[config.mk]
export PLATFORM = sky130hd
export DESIGN_NAME = batch_range_stat
export DESIGN_NICKNAME = d
export VERILOG_FILES = /design/src/rtl/bn_pkg.sv /design/src/rtl/bn_minmax_track.sv /design/src/rtl/batch_range_stat.sv
export SDC_FILE = /design/constraint.sdc
export NUM_CORES = 1
export LEC_CHECK = 0
export ABC_AREA = 1
export CAP_MARGIN = 20
export CORE_MARGIN = 4
export CORE_UTILIZATION = 62
export CTS_BUF_LIST = sky130_fd_sc_hd__clkbuf_4 sky130_fd_sc_hd__clkbuf_8 sky130_fd_sc_hd__clkbuf_16
export DETAILED_ROUTE_END_ITERATION = 10
export PLACE_DENSITY = 0.83
export SLEW_MARGIN = 20
export SYNTH_ARGS = -nofsm -noshare
export SYNTH_HDL_FRONTEND = slang
export SYNTH_HIERARCHICAL = 1
export SYNTH_SLANG_ARGS = --single-unit
[constraint.sdc]
create_clock -name clk -period 6.9 [get_ports clk]
set_input_delay 0.69 -clock clk [delete_from_list [all_inputs] [get_ports clk]]
set_output_delay 0.69 -clock clk [all_outputs]
set_load 0.02 [all_outputs]
[src/rtl/bn_pkg.sv]
// -----------------------------------------------------------------------------
// bn_pkg
// Shared definitions for the range batch-normalization statistics blocks.
//   state_t             : controller states of batch_range_stat
//   DEFAULT_*           : default data width, batch size, fractional bits and
//                         range-to-sigma scale factor
//   sum_width/prod_width: widths of the batch accumulator and the scaled-range
//                         product, derived from the data and counter widths
// -----------------------------------------------------------------------------
package bn_pkg;

  typedef enum logic [1:0] {
    ACC  = 2'd0,  // accepting samples
    CALC = 2'd1,  // computing mean and scaled range
    OUT  = 2'd2   // presenting the result pulse
  } state_t;

  localparam int DEFAULT_DATA_WIDTH  = 16;
  localparam int DEFAULT_MINI_BATCH  = 64;
  localparam int DEFAULT_FRAC_BITS   = 8;
  localparam int DEFAULT_RANGE_SCALE = 89;  // ~ 1/sqrt(2 ln 64) in Q8
  localparam int RANGE_SCALE_WIDTH   = 16;

  // A sum of 2^addr_width signed dw-bit samples fits in dw+addr_width bits.
  function automatic int sum_width(input int dw, input int aw);
    return dw + aw;
  endfunction

  // The range is an unsigned dw+1 bit value multiplied by the scale factor.
  function automatic int prod_width(input int dw);
    return dw + 1 + RANGE_SCALE_WIDTH;
  endfunction

endpackage

[src/rtl/bn_minmax_track.sv]
// -----------------------------------------------------------------------------
// bn_minmax_track
// Signed running minimum/maximum over one batch.
//   clk, rst   : clock, synchronous active-high reset (clears to zero)
//   clear      : zero both trackers (has priority over sample_en)
//   sample_en  : a sample is being accepted this cycle
//   first      : the accepted sample is the first of its batch; it loads both
//                min and max instead of being compared against stale values
//   data_in    : signed sample
//   min_val    : running signed minimum
//   max_val    : running signed maximum
// -----------------------------------------------------------------------------
module bn_minmax_track
  import bn_pkg::*;
#(
  parameter int DATA_WIDTH = DEFAULT_DATA_WIDTH
) (
  input  logic                         clk,
  input  logic                         rst,
  input  logic                         clear,
  input  logic                         sample_en,
  input  logic                         first,
  input  logic signed [DATA_WIDTH-1:0] data_in,
  output logic signed [DATA_WIDTH-1:0] min_val,
  output logic signed [DATA_WIDTH-1:0] max_val
);

  logic signed [DATA_WIDTH-1:0] min_reg, min_next;
  logic signed [DATA_WIDTH-1:0] max_reg, max_next;

  always_comb begin
    min_next = min_reg;
    max_next = max_reg;
    if (clear) begin
      min_next = '0;
      max_next = '0;
    end else if (sample_en) begin
      if (first) begin
        min_next = data_in;
        max_next = data_in;
      end else begin
        if (data_in < min_reg) min_next = data_in;
        if (data_in > max_reg) max_next = data_in;
      end
    end
  end

  always_ff @(posedge clk) begin
    if (rst) begin
      min_reg <= '0;
      max_reg <= '0;
    end else begin
      min_reg <= min_next;
      max_reg <= max_next;
    end
  end

  assign min_val = min_reg;
  assign max_val = max_reg;

endmodule

[src/rtl/batch_range_stat.sv]
// -----------------------------------------------------------------------------
// batch_range_stat
// Per-channel mini-batch statistics for range batch normalization. Accumulates
// MINI_BATCH signed samples, then emits the batch mean and the scaled range
// (max-min)*RANGE_SCALE >> FRAC_BITS used as the deviation estimate.
//
// Ports:
//   clk, rst    : clock, synchronous active-high reset
//   clear       : abort the batch being accumulated (ignored while computing)
//   data_valid  : sample valid
//   data_ready  : sample accept; a transfer is data_valid && data_ready
//   data_in     : signed sample
//   valid_out   : one-cycle result pulse
//   avg_out     : signed batch mean (floor), held until the next result
//   var_out     : scaled range, held until the next result
//
// Build option:
//   BATCH_RANGE_SAT_EN : when defined, var_out saturates at the largest
//                        positive value instead of wrapping on overflow.
// -----------------------------------------------------------------------------
module batch_range_stat
  import bn_pkg::*;
#(
  parameter int                           DATA_WIDTH  = DEFAULT_DATA_WIDTH,
  parameter int                           MINI_BATCH  = DEFAULT_MINI_BATCH,
  parameter int                           ADDR_WIDTH  = $clog2(MINI_BATCH),
  parameter int                           FRAC_BITS   = DEFAULT_FRAC_BITS,
  parameter logic [RANGE_SCALE_WIDTH-1:0] RANGE_SCALE = RANGE_SCALE_WIDTH'(DEFAULT_RANGE_SCALE)
) (
  input  logic                         clk,
  input  logic                         rst,
  input  logic                         clear,
  input  logic                         data_valid,
  output logic                         data_ready,
  input  logic signed [DATA_WIDTH-1:0] data_in,
  output logic                         valid_out,
  output logic signed [DATA_WIDTH-1:0] avg_out,
  output logic signed [DATA_WIDTH-1:0] var_out
);

  localparam int SUM_W  = sum_width(DATA_WIDTH, ADDR_WIDTH);
  localparam int PROD_W = prod_width(DATA_WIDTH);
  localparam logic [ADDR_WIDTH-1:0] LAST_CNT = ADDR_WIDTH'(MINI_BATCH - 1);

  state_t                       state_reg;
  logic [ADDR_WIDTH-1:0]        cnt_reg;
  logic signed [SUM_W-1:0]      sum_reg;
  logic                         ready_reg;
  logic                         valid_reg;
  logic signed [DATA_WIDTH-1:0] avg_reg;
  logic signed [DATA_WIDTH-1:0] var_reg;

  logic                         transfer;
  logic                         track_clear;
  logic signed [DATA_WIDTH-1:0] min_val;
  logic signed [DATA_WIDTH-1:0] max_val;
  logic signed [SUM_W-1:0]      sample_ext;
  logic signed [DATA_WIDTH-1:0] avg_next;
  logic [DATA_WIDTH:0]          range_val;
  logic [PROD_W-1:0]            prod;
  logic [PROD_W-1:0]            prod_scaled;
  logic signed [DATA_WIDTH-1:0] var_next;

  // clear wins over a sample presented in the same cycle.
  assign transfer    = (state_reg == ACC) && data_valid && !clear;
  // The min/max trackers are wiped on a user clear in ACC and again in OUT so
  // every batch starts from a clean slate.
  assign track_clear = ((state_reg == ACC) && clear) || (state_reg == OUT);

  bn_minmax_track #(
    .DATA_WIDTH (DATA_WIDTH)
  ) u_minmax (
    .clk       (clk),
    .rst       (rst),
    .clear     (track_clear),
    .sample_en (transfer),
    .first     (cnt_reg == '0),
    .data_in   (data_in),
    .min_val   (min_val),
    .max_val   (max_val)
  );

  assign sample_ext = SUM_W'(data_in);

  // Arithmetic shift floors toward -inf, which is the defined mean rounding.
  assign avg_next = DATA_WIDTH'(sum_reg >>> ADDR_WIDTH);

  // max >= min within a batch, so the one-bit-wider difference is the
  // non-negative range even when it spans the full signed input range.
  assign range_val   = {max_val[DATA_WIDTH-1], max_val} - {min_val[DATA_WIDTH-1], min_val};
  assign prod        = PROD_W'(range_val) * PROD_W'(RANGE_SCALE);
  assign prod_scaled = prod >> FRAC_BITS;

`ifdef BATCH_RANGE_SAT_EN
  localparam logic [DATA_WIDTH-1:0] VAR_MAX = {1'b0, {(DATA_WIDTH-1){1'b1}}};
  assign var_next = (prod_scaled > PROD_W'(VAR_MAX)) ? VAR_MAX : DATA_WIDTH'(prod_scaled);
`else
  assign var_next = DATA_WIDTH'(prod_scaled);
`endif

  always_ff @(posedge clk) begin
    if (rst) begin
      state_reg <= ACC;
      cnt_reg   <= '0;
      sum_reg   <= '0;
      ready_reg <= 1'b1;
      valid_reg <= 1'b0;
      avg_reg   <= '0;
      var_reg   <= '0;
    end else begin
      case (state_reg)
        ACC: begin
          valid_reg <= 1'b0;
          if (clear) begin
            cnt_reg <= '0;
            sum_reg <= '0;
          end else if (data_valid) begin
            sum_reg <= sum_reg + sample_ext;
            // MINI_BATCH is a power of two, so the counter wraps to 0 on
            // the last sample by itself.
            cnt_reg <= cnt_reg + ADDR_WIDTH'(1);
            if (cnt_reg == LAST_CNT) begin
              state_reg <= CALC;
              ready_reg <= 1'b0;
            end
          end
        end
        CALC: begin
          avg_reg   <= avg_next;
          var_reg   <= var_next;
          valid_reg <= 1'b1;
          state_reg <= OUT;
        end
        OUT: begin
          valid_reg <= 1'b0;
          sum_reg   <= '0;
          cnt_reg   <= '0;
          ready_reg <= 1'b1;
          state_reg <= ACC;
        end
        default: begin
          valid_reg <= 1'b0;
          ready_reg <= 1'b1;
          state_reg <= ACC;
        end
      endcase
    end
  end

  assign data_ready = ready_reg;
  assign valid_out  = valid_reg;
  assign avg_out    = avg_reg;
  assign var_out    = var_reg;

endmodule

Yosys cells after proc, flatten, opt, wreduce, memory -nomap -nowiden
Cells that the tools add are included.
{ "totals": {"register_bits": 96, "inputBits": 20, "out_inout_bits": 34, "wordCells": 58} }
{ "op_classes": {"add_sub_neg": 3, "multipliers": 1, "magnitude_cmp": 2, "n_eq_ne": 7, "mux": 19, "n_bitwise": 1, "reduce_logical": 16} }
{ "ops": {"columns": ["op", "n"], "rows": [
  ["$mux W16", 4],
  ["$mux W22", 2],
  ["$pmux W22 S2", 1],
  ["$mul A17 B7 Y24 const B", 1],
  ["$add A22 B16 Y22", 1],
  ["$sub A16 B16 Y17", 1],
  ["$gt A16 B16 Y1", 1],
  ["$lt A16 B16 Y1", 1],
  ["$mux W6", 2],
  ["$pmux W6 S2", 1],
  ["$add A6 B1 Y6 const B", 1],
  ["$eq A6 B6 Y1 const B", 1],
  ["$logic_not A6 Y1", 1],
  ["$mux W2", 3],
  ["$reduce_and A2 Y1", 3],
  ["$reduce_bool A2 Y1", 3],
  ["$mux W1", 4],
  ["$ne A2 B2 Y1 const B", 2],
  ["$pmux W2 S2", 1],
  ["$reduce_and A4 Y1", 1],
  ["$logic_and A1 B1 Y1", 3],
  ["$ne A3 B3 Y1 const B", 1],
  ["$reduce_and A3 Y1", 1],
  ["$eq A2 B1 Y1 const B", 1],
  ["8 further kinds", 8]
]} }

Depth between registers and ports, before layout
Gate-level depths: netlist of the first run.
{ "depth": {"depth_word": 5, "ltp_mapped": 32} }

By module
The synthesis of the first run kept the hierarchy.
{ "modules_own_cells": {"columns": ["module", "instances", "cells_each", "area_per_inst_um2", "seq_area_each_um2"], "rows": [
  ["batch_range_stat", 1, 990, 6786.5, 1281.2],
  ["bn_minmax_track", 1, 336, 2260.9, 640.6]
]} }

Worst setup path before layout of the first run
Ideal clock, no wire load.
{ "synth_path": {"kind": "flip-flop to flip-flop", "startpoint": "register u_minmax.max_reg[0] (netlist: u_minmax/max_val[0])", "endpoint": "register var_reg[13] (netlist: var_out[13])", "setup_time_ps": 109, "t_arrival_ps": 4707, "t_required_ps": 6791, "setup_slack_ps": 2084, "stages_incl_launch_ff": 31, "n_path_buf": 0, "period_less_slack_ps": 4816, "cell_sequence": "dfxtp_1 -> inv_1 -> ha_1 -> inv_2 -> fa_1 -> nand3_1 -> o211ai_2 -> nand2_1 -> nand2_2 -> a21boi_2 -> xor2_1 -> inv_1 -> ha_1 -> inv_1 -> fa_1 -> inv_1 -> ha_1 -> inv_1 -> fa_1 -> inv_1 -> ha_1 -> inv_1 -> o21bai_1 -> a31oi_1 -> o21ai_0 -> a21oi_1 -> nand2_1 -> nand2_1 -> nand3_1 -> nand2_1 -> inv_1"} }
{ "synth_between": {"elab_chain_cells": 2} }
{ "synth_rtl": {"columns": ["item", "line_no", "text"], "rows": [
  ["start, declared", "bn_minmax_track.sv:29", "logic signed [DATA_WIDTH-1:0] max_reg, max_next;"],
  ["start signal, assigned", "bn_minmax_track.sv:54", "max_reg <= max_next;"],
  ["$sub A16 B16 Y17", "batch_range_stat.sv:90", "assign range_val = {max_val[DATA_WIDTH-1], max_val} - {min_val[DATA_WIDTH-1], min_val};"],
  ["$mul A17 B7 Y24", "batch_range_stat.sv:91", "assign prod = PROD_W'(range_val) * PROD_W'(RANGE_SCALE);"],
  ["end signal, assigned", "batch_range_stat.sv:130", "var_reg <= var_next;"],
  ["end, declared", "batch_range_stat.sv:51", "logic signed [DATA_WIDTH-1:0] var_reg;"]
]} }
Every way passes these cells.
A chain may end at the register's enable or synchronous reset.

Worst setup path after layout of the first run
{ "layout_path": {"startpoint": "register u_minmax.max_reg[0] (netlist: u_minmax/max_val[0])", "endpoint": "register var_reg[9] (netlist: var_out[9])"} }
The elaborated chain is that of the path after synthesis.

==> flow_summary.yaml, run 1 <==
sta:
  clock_skew_ns: 0.00616
  hold_viol_final: 0
  fmax_mhz: 188
  min_period_over_period: 0.773
  worstMarginPinSlew_ns: 0.865
  fin_ws_ns: 1.57
  slew_headroom: 0.423
  rsz0062_at_grt: "false"
  fin_crit_ns: 5.33
  hold_ws_ns: 0.477
  maxSlewViolCount: 0
  setup_tns_ns: 0
  finalSetupViolations: 0
logic_synthesis:
  synth.top_cell.area_share: 0.212
  ys_types: 50
  synth_top_cell_by_area: "dfxtp_1"
  synth-compound-area-share: 0.166
  ys.warnings.count: 6
  synth_area_per_cell_sq_um: 6.82
  synthesis.nets: 1505
  post_synth_xor_area_fraction: 0.0286
  synthCells: 1326
  synth-seq-cells: 96
  synthMuxAreaShare: 0
  synth_top_family_by_area: "adder cells"
  synth_fa_ha_area_frac: 0.241
  syn-cell-area_sq_um: 9050
  yosys-top-cells-area: "dfxtp_1 21%, ha_1 19%, inv_1 10%"
  synth_simple_gate_area_frac: 0.229
  ys_seq_area_frac: 0.212
global_routing:
  grt_pass1_wl_microns: 38500
  grt_pass1_vias: 8126
  grt_max_degree: 69
  grt_use_total: 0.285
  overflow: 0
  antenna_found_initial: 0
clocking:
  htree_num_levels: 3
  post_cts_buffers: 0
  cts_tree: "done"
  root_buffer: "clkbuf_16"
  clkLatencyLatePin_ns: 0.36
  post_cts_resize_count: 0
  cts_buffers: 9
  cts_buffer_depth: 2
  clkTransAtPathRegs_ns: 0.07
  cts_hold_buf: 0
  clkSinkCount: 96
finish:
  antenna_cells: 0
  drive_gt1_frac: 0.0439
  finalNetCount: 1541
  area_delta_synth_final_pct: 10.3
  utilization: 0.708
  largest_reg_flops: 22
detailed_routing:
  drtAntennaViolNets: 0
  viasPerCell: 5.56
  drc: 0
  vias: 8594
  first_pass_iters: 7
  wire_per_inst_microns: 14.9
  wirelength_microns: 23000
  drtIter0Drc: 635
pwr:
  switching_power_mw: 2.65
  powerDensity_nw_per_um2: 488
  p_comb_frac: 0.771
  clkPwrFrac: 0.110
  intPower_mw: 2.23
  peakVddDrop_v: 0.000451
  swShare: 0.543
  power_leakage_nw: 5.00
  power_frac_seq: 0.119
floorplan:
  row_count: 43
  boundaryPins: 54
  core-area_sq_um: 14100
  die-area_sq_um: 16600
  die_height_microns: 129
  start_util: 0.642
  die_w_microns: 129
critical_path:
  cp.arrival_ns: 5.59
  critical_path.most_common_cell: "inv_1"
  critical-path-max-stage-delay_ns: 0.51
  crit_required_ns: 7.15
  worstSetupPathType: "flip-flop to flip-flop"
  worst_setup_path_start_kind: "flip-flop"
  critPathCaptureType: "flip-flop"
  reg2reg_slack_ns: 1.57
  crit_fanout: 4
  slowest_stage: "fa_1"
placement:
  port_buffers: 53
  dp_hpwl_microns: 17900
  post-place-ws_ns: 1.55
  gp_congestion: 0.958
flow_run:
  maxCapViolCount: 0
run_status:
  status: "finished, final reports clean"
hold_path:
  hp-class: "flip-flop to flip-flop"
-- kinds of logic after synthesis --
family,Yosys count
flops,96
fa+ha+maj,159
compound gates,269
buf+inv,283
xor+xnor,27
simple gates,492
-- cell usage after synthesis, drive strengths merged --
cell and count:
and3 2, xnor2 8, o21ai 80, buf 17, o21bai 4, nand3b 2
a21oi 154, clkbuf 15, nor4 5, nor3 13, o21a 1, o31a 1
fa 25, nand2 229, o211ai 3, nor2 149, a31oi 4, or2 1
a21boi 6, a31o 1, xor2 19, inv 251, a211oi 2, o31ai 2
nand4 11, ha 134, a21o 11, dfxtp 96, nand3 80
-- layer usage --
layer,global-route usage,part of all wire
met5,0,0
met4,0.0964,0.027
met3,0.0540,0.064
met2,0.459,0.45
met1,0.384,0.46
-- cell usage in the layout, fill, tap and decap left out, types with 3 or more instances in the layout --
master,count
inv_1,242
nand2_1,221
a21oi_1,150
nor2_1,147
ha_1,134
dfxtp_1,96
nand3_1,77
o21ai_0,59
clkdlybuf4s50_1,53
fa_1,25
xor2_1,18
o21ai_1,17
nor3_1,12
a21o_1,11
nand4_1,11
inv_2,9
clkbuf_16,9
nand2_2,8
xnor2_1,6
o21bai_1,4
nor4_1,4
a31oi_1,4
buf_4,4
a21oi_2,3
o21ai_2,3
-- stage by stage --
stage / area [sq um] / cells / total power [mW]
floorplan: 9050 / 1326 / 3.50
finish: 9980 / 1547 / 4.88
global route: 9980 / 1547 / 5.47
CTS: 9980 / 1547 / 4.85
detailed placement: 9670 / 1531 / 4.28
global placement: 9670 / 1531 / 4.22
-- critical path, delay by kind of cell (launching register included) --
family,cells,cell delay [ns]
adders and majority gates,7,2.48
and+or+nand+nor,9,0.89
AOI/OAI and AO/OA,4,0.65
buffers and inverters,7,0.46
xor gates and xnor gates,1,0.40
DFF,1,0.33
-- power by group through the flow --
stage               Sequential (mW)  Clock, mW  Combinational [mW]
floorplan                     0.588          0                2.91
global placement              0.593          0                3.63
detailed placement            0.593          0                3.69
CTS                           0.580      0.544                3.72
global route                  0.582      0.565                4.32
finish                        0.581      0.536                3.76
-- final timing paths --
path,startpoint,endpoint,cells past startpoint
setup / recovery,u_minmax/max_val[0],var_out[9],28
hold / removal,sum_reg[4],sum_reg[4],2
setup reg to reg,u_minmax/max_val[0],var_out[9],28
hold reg to reg,sum_reg[4],sum_reg[4],2
-- layout make-up --
cell class | instances | area, sq um
sequential | 96 | 1920
multi-input combinational | 947 | 6020
tap | 180 | 225
fill | 1221 | 4110
clock buffer | 9 | 225
timing repair buffer | 57 | 561
inverter | 251 | 942
clock inverter | 7 | 88.8
Note: power is estimated with default switching activity, not from simulation.
==> inputs of run 2 (changes only) <==
CORE_UTILIZATION = 56   (was 62)
PLACE_DENSITY = 0.79   (was 0.83)
clock period = 4.61 ns   (was 6.9 ns; I/O delays follow)
==> run 2 against run 1 <==
The flow now finishes with violations (setup timing); highest routed layer unchanged; sequential share of layout area decreased by 2.6 points; via count increased by 10%; non-clock buffer count increased by 105; count of clock-buffer cells in the layout unchanged; die area increased by 10%; global-route usage decreased by 1.3 points; final area increased by 16%; utilization increased by 2.1 points; register-to-register slack got worse by 2.0 ns; fmax increased by 5.4%; wire length increased by 22%.
==> flow_summary.yaml, run 2 (synthesis gave the netlist of run 1 again) <==
detailed_routing:
  wirelength_microns: 28100
  drtIter0Drc: 838
  first_pass_iters: 5
  drtAntennaViolNets: 0
  wire_per_inst_microns: 16.7
  vias: 9482
  drc: 0
  viasPerCell: 5.62
critical_path:
  critical_path.most_common_cell: "inv_1"
  critical-path-max-stage-delay_ns: 0.54
  slowest_stage: "fa_1"
  crit_required_ns: 4.85
  cp.arrival_ns: 5.30
  worstSetupPathType: "flip-flop to flip-flop"
  critPathCaptureType: "flip-flop"
  crit_fanout: 4
  worst_setup_path_start_kind: "flip-flop"
floorplan:
  boundaryPins: 54
  core-area_sq_um: 15900
  row_count: 46
  die_w_microns: 135
  die-area_sq_um: 18300
  start_util: 0.570
  die_height_microns: 135
finish:
  utilization: 0.729
  layout_commonest_cell: "inv_1"
  final_area_sq_um: 11600
  finalNetCount: 1646
  largest_reg_flops: 22
  area_delta_synth_final_pct: 27.9
  final_cell_mix: "221 x inv_1, 204 x nand2_1, 141 x nor2_1"
  antenna_cells: 0
  drive_gt1_frac: 0.194
sta:
  finalSetupViolations: 11
  fin_crit_ns: 5.06
  fin_ws_ns: -0.447
  worstMarginPinSlew_ns: 0.747
  min_period_over_period: 1.10
  clock_skew_ns: 0.0133
  rsz0062_at_grt: "true"
  fmax_mhz: 198
  slew_headroom: 0.501
  hold_viol_final: 0
  maxSlewViolCount: 0
run_status:
  failed_checks: "setup timing"
  status: "finished, violations left"
clocking:
  htree_num_levels: 3
  root_buffer: "clkbuf_16"
  clkTransAtPathRegs_ns: 0.08
  cts_buffers: 9
  cts_tree: "done"
  cts_buffer_depth: 2
  cts_hold_buf: 0
  clkSinkCount: 96
  clkLatencyLatePin_ns: 0.36
global_routing:
  antenna_found_initial: 0
  grt_util_met1: 0.349
  gr-usage-met2: 0.470
  grt_pass1_vias: 8692
  grt_max_degree: 69
  grt_pass1_wl_microns: 40700
  met3_usage: 0.0365
  busiest_layer: "met2"
  grt_use_total: 0.272
  overflow: 0
placement:
  gp_congestion: 0.961
  dp_hpwl_microns: 18300
  port_buffers: 53
  placed_cell_area_sq_um: 10500
flow_run:
  maxCapViolCount: 0
hold_path:
  hp-class: "flip-flop to flip-flop"
-- run 2: cell types whose count changed in the layout (fill, tap and decap cells not counted), sizes merged --
cell      before  now
bufinv         1    0
clkinvlp       1    0
clkinv         3    5
buf            4  109
-- run 2: path summary, 6_finish.rpt --
kind | startpoint | endpoint | slack [ns] | cells after the start
max | u_minmax/min_val[4] | var_out[14] | -0.45 | 27
min | sum_reg[4] | sum_reg[4] | 0.48 | 2
max reg2reg | u_minmax/min_val[4] | var_out[14] | -0.45 | 27
min reg2reg | sum_reg[4] | sum_reg[4] | 0.48 | 2
-- run 2: through the flow --
| stage | instances | hold slack, ns | setup TNS (ns) | setup slack (ns) |
|---|---|---|---|---|
| 5_1_grt | 1688 | 0.504 | -4.30 | -0.606 |
| 3_5_place_dp | 1657 | 0.464 | -1.12 | -0.200 |
| 6_report | 1688 | 0.478 | -2.10 | -0.447 |
| 4_1_cts | 1678 | 0.476 | -0.0657 | -0.0364 |
| 2_1_floorplan | 1326 | 0.447 | -0.0690 | -0.0388 |
| 3_3_place_gp | 1657 | 0.459 | -0.418 | -0.109 |
-- run 2: routing by layer --
layer  share of wire  wire, microns  up-vias
li1                -              -     4561
met1            0.41          11500     4436
met2            0.49          13700      368
met3           0.061           1730      117
met4           0.044           1230        0
met5               0              0        -
-- run 2: final cells by class --
| type | instances | area [sq um] |
|---|---|---|
| clock inverters | 7 | 78.8 |
| clock buffers | 9 | 225 |
| multi-input cells | 947 | 6750 |
| inverters | 251 | 947 |
| well taps | 216 | 270 |
| fillers | 1228 | 4310 |
| flip-flops and latches | 96 | 1930 |
| repair buffers | 162 | 1370 |
-- run 2: timing repair --
item	CTS	global route
hold endpoints to repair	0	0
endpoints found under the setup margin	11	14
resized for setup	37	96
pin swaps	32	31
buffers inserted	5	10
-- run 2: critical path: cells and delay by family, from the launching register on --
family,cells,cell delay [ns]
adder cells (fa/ha/maj),5,1.95
AND/OR/NAND/NOR,7,0.85
flip-flops,1,0.34
AO/OA/AOI/OAI,6,0.95
XOR/XNOR,1,0.23
buffers and inverters,8,0.61
Power of run 2 is left out: the tool's default activity adds up to more than one toggle a clock period on the data nets, which glitch-free logic cannot reach.
==> inputs of run 3 (changes only) <==
SETUP_SLACK_MARGIN = 0.05   (was not set)
==> run 3 against run 2 <==
The flow still finishes with violations (setup timing); clock skew barely moved; final area increased by 1.7%; sequential cell count stayed put; cell count grew 0.65%; fmax rose by 0.97%; via count down 0.69%; critical path type unchanged; critical endpoint is now var_out[15]; largest cell class unchanged.
==> flow_summary.yaml, run 3 (synthesis gave the netlist of run 1 again) <==
run_status:
  status: "finished, violations left"
  failed_checks: "setup timing"
sta:
  fin_ws_ns: -0.399
  finalSetupViolations: 14
  rsz0062_at_grt: "true"
  fin_crit_ns: 5.01
  fmax_mhz: 200
  worstMarginPinSlew_ns: 0.892
  maxSlewViolCount: 0
  setup_tns_ns: -3.58
  clock_skew_ns: 0.0135
  hold_ws_ns: 0.476
  slew_headroom: 0.405
  hold_viol_final: 0
  min_period_over_period: 1.09
flow_run:
  maxCapViolCount: 0
critical_path:
  slowest_stage: "fa_1"
  critical_path.most_common_cell: "nand2_1"
  crit_fanout: 4
  cp.arrival_ns: 5.33
  worst_setup_path_start_kind: "flip-flop"
  crit_required_ns: 4.93
  critical-path-max-stage-delay_ns: 0.51
  critPathCaptureType: "flip-flop"
  worstSetupPathType: "flip-flop to flip-flop"
clocking:
  clkLatencyLatePin_ns: 0.37
  cts_buffer_depth: 2
  root_buffer: "clkbuf_16"
  clkSinkCount: 96
  htree_num_levels: 3
  clkTransAtPathRegs_ns: 0.08
  cts_buffers: 9
  cts_tree: "done"
detailed_routing:
  wire_per_inst_microns: 16.2
  drc: 0
  first_pass_iters: 6
  viasPerCell: 5.54
  wirelength_microns: 27500
  drtIter0Drc: 766
  drtAntennaViolNets: 0
  vias: 9417
floorplan:
  die-area_sq_um: 18300
  start_util: 0.570
  die_w_microns: 135
  core-area_sq_um: 15900
  row_count: 46
  die_height_microns: 135
  boundaryPins: 54
finish:
  multi_input_area_sq_um: 6850
  area_delta_synth_final_pct: 30.1
  final_cells: 1699
  ff_latch_area_sq_um: 1930
  finalNetCount: 1657
  drive_gt1_frac: 0.208
  layout_commonest_cell: "inv_1"
  final_cell_mix: "219 x inv_1, 202 x nand2_1, 136 x nor2_1"
  fillers: 1190
  largest_reg_flops: 22
  antenna_cells: 0
hold_path:
  hp-class: "flip-flop to flip-flop"
global_routing:
  overflow: 0
  grt_use_total: 0.276
  grt_pass1_vias: 8832
  grt_max_degree: 69
  grt_pass1_wl_microns: 41200
  antenna_found_initial: 0
placement:
  gp_congestion: 0.975
  port_buffers: 53
  post-place-ws_ns: -0.202
  dp_cells: 1663
  dp_hpwl_microns: 18400
## run 3: cell types whose count changed in the layout (fill, tap and decap cells not counted), moves of 3 or more
cell,before,now
nand3_1,73,70
buf_4,105,109
nand3_2,6,9
nor2_4,4,7
inv_2,28,32
nor2_1,141,136
nand2_4,6,9
buf_6,3,11
xor2_2,6,3
## run 3: final timing paths
| path | from | cells after the start | endpoint | slack, ns |
|---|---|---|---|---|
| worst max-delay path | u_minmax/max_val[0] | 29 | var_out[15] | -0.40 |
| worst min register to register | sum_reg[4] | 2 | sum_reg[4] | 0.48 |
| worst min-delay path | sum_reg[4] | 2 | sum_reg[4] | 0.48 |
| worst max register to register | u_minmax/max_val[0] | 29 | var_out[15] | -0.40 |
## run 3: metrics by stage
stage,utilization,cell area [sq um]
after detailed placement,0.664,10600
after global placement,0.664,10600
final,0.741,11800
after floorplan,-,9170
after global routing,0.741,11800
after CTS,0.707,11200
## run 3: critical path, delay by kind of cell, from the launching register on
kind	cells	cell delay, ns
flops	1	0.32
xor+xnor	1	0.23
fa+ha+maj	7	2.35
buf+inv	9	0.59
compound gates	2	0.33
simple gates	10	1.15
## run 3: repair_timing
| item | in CTS | in global routing |
|---|---|---|
| buffers inserted | 9 | 14 |
| hold buffers | 0 | 0 |
| pin swaps | 59 | 65 |
| endpoints found under the setup margin | 13 | 14 |
| cloned | 0 | 0 |
| gates resized for setup | 65 | 90 |
## run 3: cell type report
class	count	share of cell area
repair buffers	173	0.125
flip-flops and latches	96	0.164
clock buffers	9	0.0191
multi-input cells	947	0.582
clock inverters	7	0.00733
inverters	251	0.0800
well taps	216	0.0230
## run 3: per-layer routing
metal,vias to the layer above,GRT usage,routed length (microns)
met5,-,0,0
met4,0,0.0985,1200
met3,102,0.0324,1580
met2,367,0.472,13200
met1,4360,0.358,11500
li1,4588,-,-
Power of run 3 is left out for the same reason.
==> RTL edit (settings of run 3) <==
`DEFAULT_MINI_BATCH`: 64 -> 128.
--- a/src/rtl/bn_pkg.sv
+++ b/src/rtl/bn_pkg.sv
@@ -18,3 +18,3 @@
   localparam int DEFAULT_DATA_WIDTH  = 16;
-  localparam int DEFAULT_MINI_BATCH  = 64;
+  localparam int DEFAULT_MINI_BATCH  = 128;
   localparam int DEFAULT_FRAC_BITS   = 8;
Function: same outputs for any inputs over 10 cycles, from zero or initial values and one cycle with rst high; that may be too few to reach the edited logic, so the function may still have changed.
==> RTL edit against run 3 <==
The flow still finishes with violations (negative setup slack). Setup slack got worse by 0.0078 ns. Cell area up 3.5%. Sequential cell count is 2 higher. Area after synthesis grew 1.1%. First-iteration DRC count rose by 4.0%. Wire length grew 12%. Critical endpoint is now var_out[13].
Power is left out: the tool's default activity adds up to more than one toggle a clock period on the data nets, which glitch-free logic cannot reach.
==> RTL edit: results <==
export IMPL_routed_via_density=5.787
export IMPL_setup_violations=11
export IMPL_synthFlopType="dfxtp_1"
export IMPL_hp_class="flop to flop"
export IMPL_dp_hpwl_mm=19.03
export IMPL_synth_avg_cell_area_um2=6.875
export IMPL_dp_cells=1695
export IMPL_drt_pass1_iterations=6
export IMPL_vias=10041
export IMPL_syn_nets=1509
export IMPL_outcome="finished with violations"
export IMPL_grt_pass1_wl_mm=44.10
export IMPL_drive_above_1_share_pct=23.57
export IMPL_largest_reg_flops=23
export IMPL_yosys_top_cells_area="dfxtp_1 (21%), ha_1 (18%), inv_1 (9.6%)"
export IMPL_nFillCells=1126
export IMPL_synth_async_reset_ratio_pct=0
export IMPL_grt_max_degree=38
export IMPL_drt_iter0_drc=797
export IMPL_gp_congestion=0.9893
export IMPL_worstPathMaxFanout=4
export IMPL_cp_arrival_ns=5.28
export IMPL_ys_seq_area_share_pct=21.44
export IMPL_violations="negative setup slack"
export IMPL_wl_mm=30.75
export IMPL_antenna_found_initial=0
export IMPL_slew_headroom_pct=29.48
export IMPL_setup_slack_ns=-0.4067
export IMPL_io_buffers=53
export IMPL_finalClockSkew_ns=0.01804
export IMPL_synth_common_cells="inv_1 (233), nand2_1 (221), a21oi_1 (155), nor2_1 (141), ha_1 (133)"
export IMPL_grt_usage_pct=29.52
export IMPL_grt_pass1_vias=9537
==> RTL edit: cell types whose count changed after synthesis, moves of 3 or more <==
cell,run 3,this run
a211oi_1,2,5
a21oi_1,150,155
clkbuf_1,15,18
inv_1,242,233
inv_2,9,4
nand4_1,11,14
nor2_1,148,141
nor3_1,12,16
o21ai_0,59,64
o21ai_1,17,6
o21bai_1,4,10
==> RTL edit: cell type report <==
type | count | share of cell area [%]
multi-input cells | 961 | 57.56
repair buffers | 207 | 14.14
inverters | 237 | 7.325
clock inverters | 7 | 0.6472
well taps | 216 | 2.219
flip-flops and latches | 98 | 16.26
clock buffers | 9 | 1.849
==> RTL edit: cell families after synthesis <==
kind of cell,share of synthesized area (%)
AND/OR/NAND/NOR,23.41
AO/OA/AOI/OAI,16.81
buffers and inverters,11.76
adder cells (fa/ha/maj),23.66
flip-flops,21.44
XOR/XNOR,2.926
==> RTL edit: metal layers <==
layer  routed length [µm]  GRT usage [%]
met2                15150          54.40
met4                 1911          13.77
met3                 1793          4.034
met1                11890          33.60
met5                    0              0
==> RTL edit: timing repair <==
item,CTS,global route
setup buffers,12,12
resized for setup,91,85
pin swaps,64,37
endpoints found under the setup margin,12,15
==> RTL edit: critical path: stages, from the launching register on <==
cell and delay, ns:
dfxtp_2 0.35, inv_2 0.05, ha_4 0.25, a21oi_4 0.15, nand2_2 0.09, a31o_4 0.23, a21o_1 0.19, a21oi_2 0.21
xnor2_2 0.13, buf_4 0.15, ha_1 0.31, fa_1 0.51, ha_4 0.32, inv_1 0.04, fa_1 0.50, inv_2 0.05
ha_4 0.30, nand2_2 0.11, nor2_2 0.14, inv_1 0.09, nor3_2 0.18, nand4_1 0.19, nand4_1 0.18, nand3_1 0.09
nand2_1 0.08, inv_1 0.04
==> RTL edit: worst paths after layout <==
kind / slack [ns] / start / end / cells after the start
hold / removal: 0.47 / sum_reg[4] / sum_reg[4] / 2
setup reg to reg: -0.41 / u_minmax/min_val[2] / var_out[13] / 25
hold reg to reg: 0.47 / sum_reg[4] / sum_reg[4] / 2
setup / recovery: -0.41 / u_minmax/min_val[2] / var_out[13] / 25
==> RTL edit: metrics by stage <==
step	setup WS (ns)	TNS [ns]	hold WS [ns]	instance area (µm²)	utilization, %
3_5_place_dp	-0.2686	-1.746	0.4633	10860	68.09
3_3_place_gp	-0.1935	-1.062	0.4572	10860	68.09
4_1_cts	0.01041	0	0.4747	11710	73.47
5_1_grt	-0.5248	-4.810	0.4969	12180	76.39
6_report	-0.4067	-2.570	0.4715	12180	76.39
2_1_floorplan	0.05420	0	0.4482	9259	-
